$ cat config.mk
export PLATFORM = sky130hd
export DESIGN_NAME = mp_fixed_alu
export DESIGN_NICKNAME = d
export VERILOG_FILES = /design/src/rtl/mp_alu_pkg.sv /design/src/rtl/mp_seq_divider.sv /design/src/rtl/mp_fixed_alu.sv
export SDC_FILE = /design/constraint.sdc
export NUM_CORES = 1
export LEC_CHECK = 0
export BUFFER_PORTS_ARGS = -buffer_cell sky130_fd_sc_hd__buf_2
export CORE_ASPECT_RATIO = 0.75
export CORE_UTILIZATION = 31
export CTS_BUF_LIST = sky130_fd_sc_hd__clkbuf_16
export CTS_CLUSTER_SIZE = 14
export DETAILED_ROUTE_END_ITERATION = 10
export PLACE_DENSITY = 0.45
export SETUP_SLACK_MARGIN = 0.1
export SLEW_MARGIN = 20
export SYNTH_ARGS = -nofsm -noshare
export SYNTH_HDL_FRONTEND = slang
export SYNTH_SLANG_ARGS = --single-unit
$ cat constraint.sdc
create_clock -name clk -period 7.9 [get_ports clk]
set_clock_uncertainty 0.15 [all_clocks]
set_input_delay 0.79 -clock clk [delete_from_list [all_inputs] [get_ports clk]]
set_output_delay 0.79 -clock clk [all_outputs]
set_load 0.02 [all_outputs]
$ cat src/rtl/mp_alu_pkg.sv
// Shared definitions for the fixed-point ALU: op encodings, FSM states and the
// common clip-to-width helper.
package mp_alu_pkg;

    localparam logic [1:0] OP_ADD = 2'b00;
    localparam logic [1:0] OP_MUL = 2'b01;
    localparam logic [1:0] OP_SUB = 2'b10;
    localparam logic [1:0] OP_DIV = 2'b11;

    // Wide enough for a 64-bit product plus rounding and a 63-bit signed quotient.
    localparam int unsigned SAT_W = 72;

    typedef enum logic [1:0] {
        IDLE,
        DIV,
        DONE
    } state_e;

    function automatic logic [SAT_W-1:0] saturate(input logic signed [SAT_W-1:0] val,
                                                  input int unsigned             width,
                                                  output logic                   clipped);
        logic signed [SAT_W-1:0] max_v;
        logic signed [SAT_W-1:0] min_v;
        max_v    = $signed((SAT_W'(1) << (width - 1)) - SAT_W'(1));
        min_v    = ~max_v;
        clipped  = 1'b0;
        saturate = val;
        if (val > max_v) begin
            saturate = max_v;
            clipped  = 1'b1;
        end else if (val < min_v) begin
            saturate = min_v;
            clipped  = 1'b1;
        end
    endfunction

endpackage

$ cat src/rtl/mp_seq_divider.sv
// Unsigned restoring divider: one quotient bit per clock, DvdW iterations after start,
// done pulses for one cycle once the quotient is final.
module mp_seq_divider #(
    parameter int unsigned DvdW = 24,
    parameter int unsigned DsrW = 17
) (
    input  logic            clk_i,
    input  logic            rst_i,
    input  logic            start_i,
    input  logic [DvdW-1:0] dividend_i,
    input  logic [DsrW-1:0] divisor_i,
    output logic            busy_o,
    output logic            done_o,
    output logic [DvdW-1:0] quotient_o
);

    localparam int unsigned CntW = (DvdW > 1) ? $clog2(DvdW) : 1;

    logic [DsrW-1:0] rem_q, rem_d;
    logic [DvdW-1:0] quo_q, quo_d;
    logic [DsrW-1:0] den_q, den_d;
    logic [CntW-1:0] cnt_q, cnt_d;
    logic            busy_q, busy_d;
    logic            done_q, done_d;

    logic [DsrW:0]   shifted;
    logic [DsrW+1:0] diff;

    always_comb begin
        rem_d   = rem_q;
        quo_d   = quo_q;
        den_d   = den_q;
        cnt_d   = cnt_q;
        busy_d  = busy_q;
        done_d  = 1'b0;
        shifted = {rem_q, quo_q[DvdW-1]};
        diff    = {1'b0, shifted} - {2'b00, den_q};

        if (busy_q) begin
            // Remainder stays below the divisor, so the low DsrW bits hold it exactly.
            if (!diff[DsrW+1]) begin
                rem_d = diff[DsrW-1:0];
                quo_d = {quo_q[DvdW-2:0], 1'b1};
            end else begin
                rem_d = shifted[DsrW-1:0];
                quo_d = {quo_q[DvdW-2:0], 1'b0};
            end
            if (cnt_q == CntW'(DvdW - 1)) begin
                busy_d = 1'b0;
                done_d = 1'b1;
            end else begin
                cnt_d = cnt_q + 1'b1;
            end
        end else if (start_i) begin
            rem_d  = '0;
            quo_d  = dividend_i;
            den_d  = divisor_i;
            cnt_d  = '0;
            busy_d = 1'b1;
        end
    end

    always_ff @(posedge clk_i) begin
        if (rst_i) begin
            rem_q  <= '0;
            quo_q  <= '0;
            den_q  <= '0;
            cnt_q  <= '0;
            busy_q <= 1'b0;
            done_q <= 1'b0;
        end else begin
            rem_q  <= rem_d;
            quo_q  <= quo_d;
            den_q  <= den_d;
            cnt_q  <= cnt_d;
            busy_q <= busy_d;
            done_q <= done_d;
        end
    end

    assign busy_o     = busy_q;
    assign done_o     = done_q;
    assign quotient_o = quo_q;

endmodule

$ cat src/rtl/mp_fixed_alu.sv
// Signed Q-format ALU: single-cycle add/sub/mul with rounding and saturation,
// iterative divide, valid/ready on both sides.
module mp_fixed_alu
    import mp_alu_pkg::*;
#(
    parameter int unsigned WIDTH = 16,
    parameter int unsigned FRAC  = 8
) (
    input  logic             clk,
    input  logic             rst,
    input  logic             in_valid,
    output logic             in_ready,
    input  logic [1:0]       op,
    input  logic [WIDTH-1:0] a,
    input  logic [WIDTH-1:0] b,
    output logic             out_valid,
    input  logic             out_ready,
    output logic [WIDTH-1:0] result,
    output logic             sat,
    output logic             dz
);

    localparam int unsigned DvdW = WIDTH + FRAC;
    localparam int unsigned DsrW = WIDTH + 1;
    localparam logic [WIDTH-1:0] MAX_VAL = {1'b0, {(WIDTH-1){1'b1}}};
    localparam logic [WIDTH-1:0] MIN_VAL = {1'b1, {(WIDTH-1){1'b0}}};
    localparam logic signed [SAT_W-1:0] MUL_ROUND = SAT_W'(64'd1 << (FRAC - 1));

    state_e           state_q, state_d;
    logic [WIDTH-1:0] result_q, result_d;
    logic             sat_q, sat_d;
    logic             dz_q, dz_d;
    logic             neg_q, neg_d;

    logic signed [WIDTH:0]     add_res, sub_res;
    logic signed [2*WIDTH-1:0] prod;
    logic signed [SAT_W-1:0]   mul_shift;
    logic [WIDTH:0]            mag_a, mag_b;
    logic [DvdW:0]             q_ext, div_signed;
    logic signed [SAT_W-1:0]   pre_sat;
    logic [SAT_W-1:0]          sat_val;
    logic                      sat_flag;

    logic            div_start, div_busy, div_done;
    logic [DvdW-1:0] div_quo;
    logic            unused_bits;

    always_comb begin
        add_res   = $signed({a[WIDTH-1], a}) + $signed({b[WIDTH-1], b});
        sub_res   = $signed({a[WIDTH-1], a}) - $signed({b[WIDTH-1], b});
        prod      = $signed(a) * $signed(b);
        mul_shift = (SAT_W'(prod) + MUL_ROUND) >>> FRAC;
        // WIDTH+1-bit magnitudes keep |min| representable.
        mag_a     = a[WIDTH-1] ? -{a[WIDTH-1], a} : {a[WIDTH-1], a};
        mag_b     = b[WIDTH-1] ? -{b[WIDTH-1], b} : {b[WIDTH-1], b};
        q_ext     = {1'b0, div_quo};
        div_signed = neg_q ? -q_ext : q_ext;

        if (state_q == DIV) begin
            pre_sat = SAT_W'($signed(div_signed));
        end else begin
            unique case (op)
                OP_ADD:  pre_sat = SAT_W'(add_res);
                OP_SUB:  pre_sat = SAT_W'(sub_res);
                OP_MUL:  pre_sat = mul_shift;
                default: pre_sat = '0;
            endcase
        end
        sat_val = saturate(pre_sat, WIDTH, sat_flag);
    end

    assign unused_bits = ^{sat_val[SAT_W-1:WIDTH], mag_a[WIDTH], div_busy};

    mp_seq_divider #(
        .DvdW(DvdW),
        .DsrW(DsrW)
    ) u_divider (
        .clk_i     (clk),
        .rst_i     (rst),
        .start_i   (div_start),
        .dividend_i({mag_a[WIDTH-1:0], {FRAC{1'b0}}}),
        .divisor_i (mag_b),
        .busy_o    (div_busy),
        .done_o    (div_done),
        .quotient_o(div_quo)
    );

    always_comb begin
        state_d   = state_q;
        result_d  = result_q;
        sat_d     = sat_q;
        dz_d      = dz_q;
        neg_d     = neg_q;
        div_start = 1'b0;

        unique case (state_q)
            IDLE: begin
                if (in_valid) begin
                    sat_d = 1'b0;
                    dz_d  = 1'b0;
                    neg_d = a[WIDTH-1] ^ b[WIDTH-1];
                    if (op == OP_DIV) begin
                        if (b == '0) begin
                            state_d  = DONE;
                            dz_d     = 1'b1;
                            sat_d    = 1'b1;
                            result_d = a[WIDTH-1] ? MIN_VAL : MAX_VAL;
                        end else begin
                            state_d   = DIV;
                            div_start = 1'b1;
                        end
                    end else begin
                        state_d  = DONE;
                        result_d = sat_val[WIDTH-1:0];
                        sat_d    = sat_flag;
                    end
                end
            end
            DIV: begin
                if (div_done) begin
                    state_d  = DONE;
                    result_d = sat_val[WIDTH-1:0];
                    sat_d    = sat_flag;
                end
            end
            DONE: begin
                if (out_ready) begin
                    state_d = IDLE;
                end
            end
            default: state_d = IDLE;
        endcase
    end

    always_ff @(posedge clk) begin
        if (rst) begin
            state_q  <= IDLE;
            result_q <= '0;
            sat_q    <= 1'b0;
            dz_q     <= 1'b0;
            neg_q    <= 1'b0;
        end else begin
            state_q  <= state_d;
            result_q <= result_d;
            sat_q    <= sat_d;
            dz_q     <= dz_d;
            neg_q    <= neg_d;
        end
    end

    assign in_ready  = (state_q == IDLE);
    assign out_valid = (state_q == DONE);
    assign result    = result_q;
    assign sat       = sat_q;
    assign dz        = dz_q;

endmodule

==> results.sh <==
export IMPL_status="finished, final reports clean"
export IMPL_multi_input_area_sq_mm=0.0139
export IMPL_wl_per_cell_um=19.5
export IMPL_relSlewSlack_pct=39.7
export IMPL_critPathLaunchType="input port"
export IMPL_place_port_buffers=57
export IMPL_antenna_found_initial=0
export IMPL_die_y_um=208
export IMPL_cts_sinks=86
export IMPL_crit_buf_inv=8
export IMPL_period_needed_ps=7700
export IMPL_synth_nets=2594
export IMPL_area_growth_pct=18.3
export IMPL_crit_family="adder cells"
export IMPL_gr_usage_all_layers_pct=21.2
export IMPL_clk_path_buf_depth=2
export IMPL_worst_ep_required_time_ps=7950
export IMPL_die_area_sq_mm=0.0573
export IMPL_crit_fanout=15
export IMPL_gp_congestion=0.905
export IMPL_synth_distinct_cells=76
export IMPL_seq_area_sq_mm=0.00172
export IMPL_wirelength_um=59600
export IMPL_dp_hpwl_um=50800
export IMPL_finalCritPeriodShare_pct=97.4
export IMPL_clock_latency_ps=360
export IMPL_min_path_type="register to register"
export IMPL_h_tree_depth=3
export IMPL_cts_buffers=9
export IMPL_placementRows=74
export IMPL_synthCells=2154
export IMPL_overflow=0
export IMPL_drc=0
export IMPL_first_global_vias=15700
export IMPL_drtPass1Iterations=5
export IMPL_critPathSlowestCell="fa_1"
export IMPL_cpPeakStageDelay_ps=540
export IMPL_grt_pass1_wl_um=94100
export IMPL_synth_seq_cells=86
export IMPL_async_reset_ff_share_pct=0
export IMPL_syn_avg_cell_area_sq_um=8.11
export IMPL_synth_edf_count=0
export IMPL_routed_via_density=4.98
export IMPL_cts_hold_fix_buffers=0
export IMPL_cts_tree="yes"
export IMPL_io_pins=58
export IMPL_finish_utilization_pct=37.5
export IMPL_drive_gt1_share_pct=15.8
export IMPL_cp_common_cell="fa_1"
export IMPL_rsz0062_at_grt="yes"
export IMPL_dominantRegCellSynth="dfxtp_1"
export IMPL_drv_slew=0
export IMPL_fillers=5720
export IMPL_worstSetupPathType="input port to register"
export IMPL_vias=15300
export IMPL_finalHoldViolations=0
export IMPL_grt_max_degree=73
export IMPL_tightest_slew_ps=903
export IMPL_synth_area_sq_mm=0.0175
export IMPL_nets=2776
export IMPL_endpoint_kind="register"
export IMPL_core_sq_mm=0.0551
export IMPL_setup_viol=0
export IMPL_seq_area_frac_synth_pct=9.85
export IMPL_die_x_um=276
export IMPL_ys_warn_count=0
export IMPL_clk_pin_slew_ps=70
export IMPL_first_iter_violations=1067
export IMPL_ant_nets=0
export IMPL_arrival_ps=7740
export IMPL_cap_viol_max_count=0
export IMPL_maxClockFrequency_mhz=130
export IMPL_initial_core_util_pct=31.7
export IMPL_cts_root_buf="clkbuf_16"
[worst paths after layout]
check                                               from                  end  slack [ps]  cells past startpoint
worst max-delay path                                b[5]            result[0]         200                     27
worst min-delay path                  u_divider.den_q[5]   u_divider.den_q[5]         300                      2
worst max register to register  u_divider.quotient_o[23]  u_divider.rem_q[10]        3290                     15
worst min register to register        u_divider.den_q[5]   u_divider.den_q[5]         300                      2
[Yosys cell counts, drive strengths merged, types with 7 or more instances]
master | n | area share [%]
a31oi | 8 | 0.29
nand4 | 15 | 0.54
nor2b | 13 | 0.47
o221ai | 8 | 0.40
fa | 270 | 31
nor3b | 8 | 0.41
o22ai | 8 | 0.29
mux2i | 9 | 0.52
clkbuf | 101 | 2.2
buf | 20 | 0.56
a21oi | 100 | 2.9
xnor2 | 56 | 2.8
nor2 | 157 | 3.4
a2111oi | 13 | 0.84
or3 | 22 | 0.79
o211ai | 31 | 1.4
o31ai | 19 | 0.82
o21a | 13 | 0.56
a21o | 7 | 0.30
nand3 | 29 | 0.86
nand2b | 16 | 0.57
inv | 401 | 8.6
ha | 132 | 9.4
o41ai | 8 | 0.44
o21bai | 16 | 0.69
a211oi | 39 | 1.9
nor4 | 13 | 0.64
nand2 | 218 | 4.7
o21ai | 80 | 2.3
dfxtp | 86 | 9.8
xor2 | 38 | 1.9
and2 | 87 | 3.1
and3 | 8 | 0.29
nor3 | 35 | 1.0
[cells by family after synthesis]
group / Yosys count / synth area share [%]
XOR/XNOR: 94 / 4.71
multiplexers: 9 / 0.515
flip-flops: 86 / 9.85
AND/OR/NAND/NOR: 638 / 17.6
AO/OA/AOI/OAI: 400 / 15.6
adder cells (fa/ha/maj): 402 / 40.4
buffers and inverters: 525 / 11.4
[worst min-delay path, delay by kind of cell (launching register included)]
family,cells,cell delay (ps)
DFF,1,310
and+or+nand+nor,1,50
AOI/OAI and AO/OA,1,50
[flip-flops by register name (all words and copies together) (netlist names)]
signal,flops
dz,1
neg_q,1
u_divider.den_q,17
u_divider.cnt_q,5
u_divider.busy_o,1
u_divider.quotient_o,24
sat,1
u_divider.done_o,1
u_divider.rem_q,17
state_q,2
result,16
[routing by layer]
layer / GRT usage, % / part of all wire, %
met5: 0 / 0
met4: 2.74 / 1.1
met3: 3.53 / 5.8
met2: 31.7 / 42
met1: 32.4 / 51
[layout make-up]
class,count,share of cell area [%]
antenna,1,0.0121
clock buffer,9,1.09
timing repair buffer,292,10.7
multi-input combinational,1543,67.3
sequential,86,8.33
inverter,404,7.38
tap,722,4.37
clock inverter,6,0.769
[cells in the final DEF (no fill, tap or decap), types with 8 or more instances in the layout]
master / Yosys / layout
a211oi_1: 32 / 32
a21oi_1: 100 / 98
a31oi_1: 8 / 8
and2_1: 87 / 87
buf_12: 0 / 11
buf_2: 3 / 52
buf_4: 1 / 223
clkbuf_16: 0 / 9
dfxtp_1: 86 / 85
fa_1: 270 / 267
ha_1: 132 / 131
inv_1: 401 / 398
mux2i_1: 9 / 9
nand2_1: 218 / 218
nand2b_1: 16 / 16
nand3_1: 28 / 28
nand4_1: 15 / 15
nor2_1: 156 / 152
nor2b_1: 13 / 13
nor3_1: 34 / 31
nor4_1: 11 / 10
o211ai_1: 30 / 30
o21a_1: 13 / 12
o21ai_0: 78 / 72
o21bai_1: 16 / 16
o221ai_1: 8 / 8
o31ai_1: 19 / 18
or3_1: 22 / 21
xnor2_1: 56 / 56
xor2_1: 38 / 38
[through the flow]
stage	hold slack, ps	TNS (ps)	setup WS [ps]	cell area [sq um]	std cells
after floorplan	280	0	101	17600	2154
after global placement	293	-4700	-328	20100	3046
after detailed placement	303	-5630	-441	20100	3046
after CTS	312	0	134	20500	3061
after global routing	344	-400	-57.0	20700	3062
final	305	0	202	20700	3063
[what timing repair did]
action / in CTS / in global routing
endpoints found under the setup margin: 16 / 16
resized for setup: 10 / 34
setup buffers: 0 / 1
pin swaps: 1 / 2
Power is not shown: default switching activity piles up to over one toggle a cycle in this logic, so the estimate is an artifact.
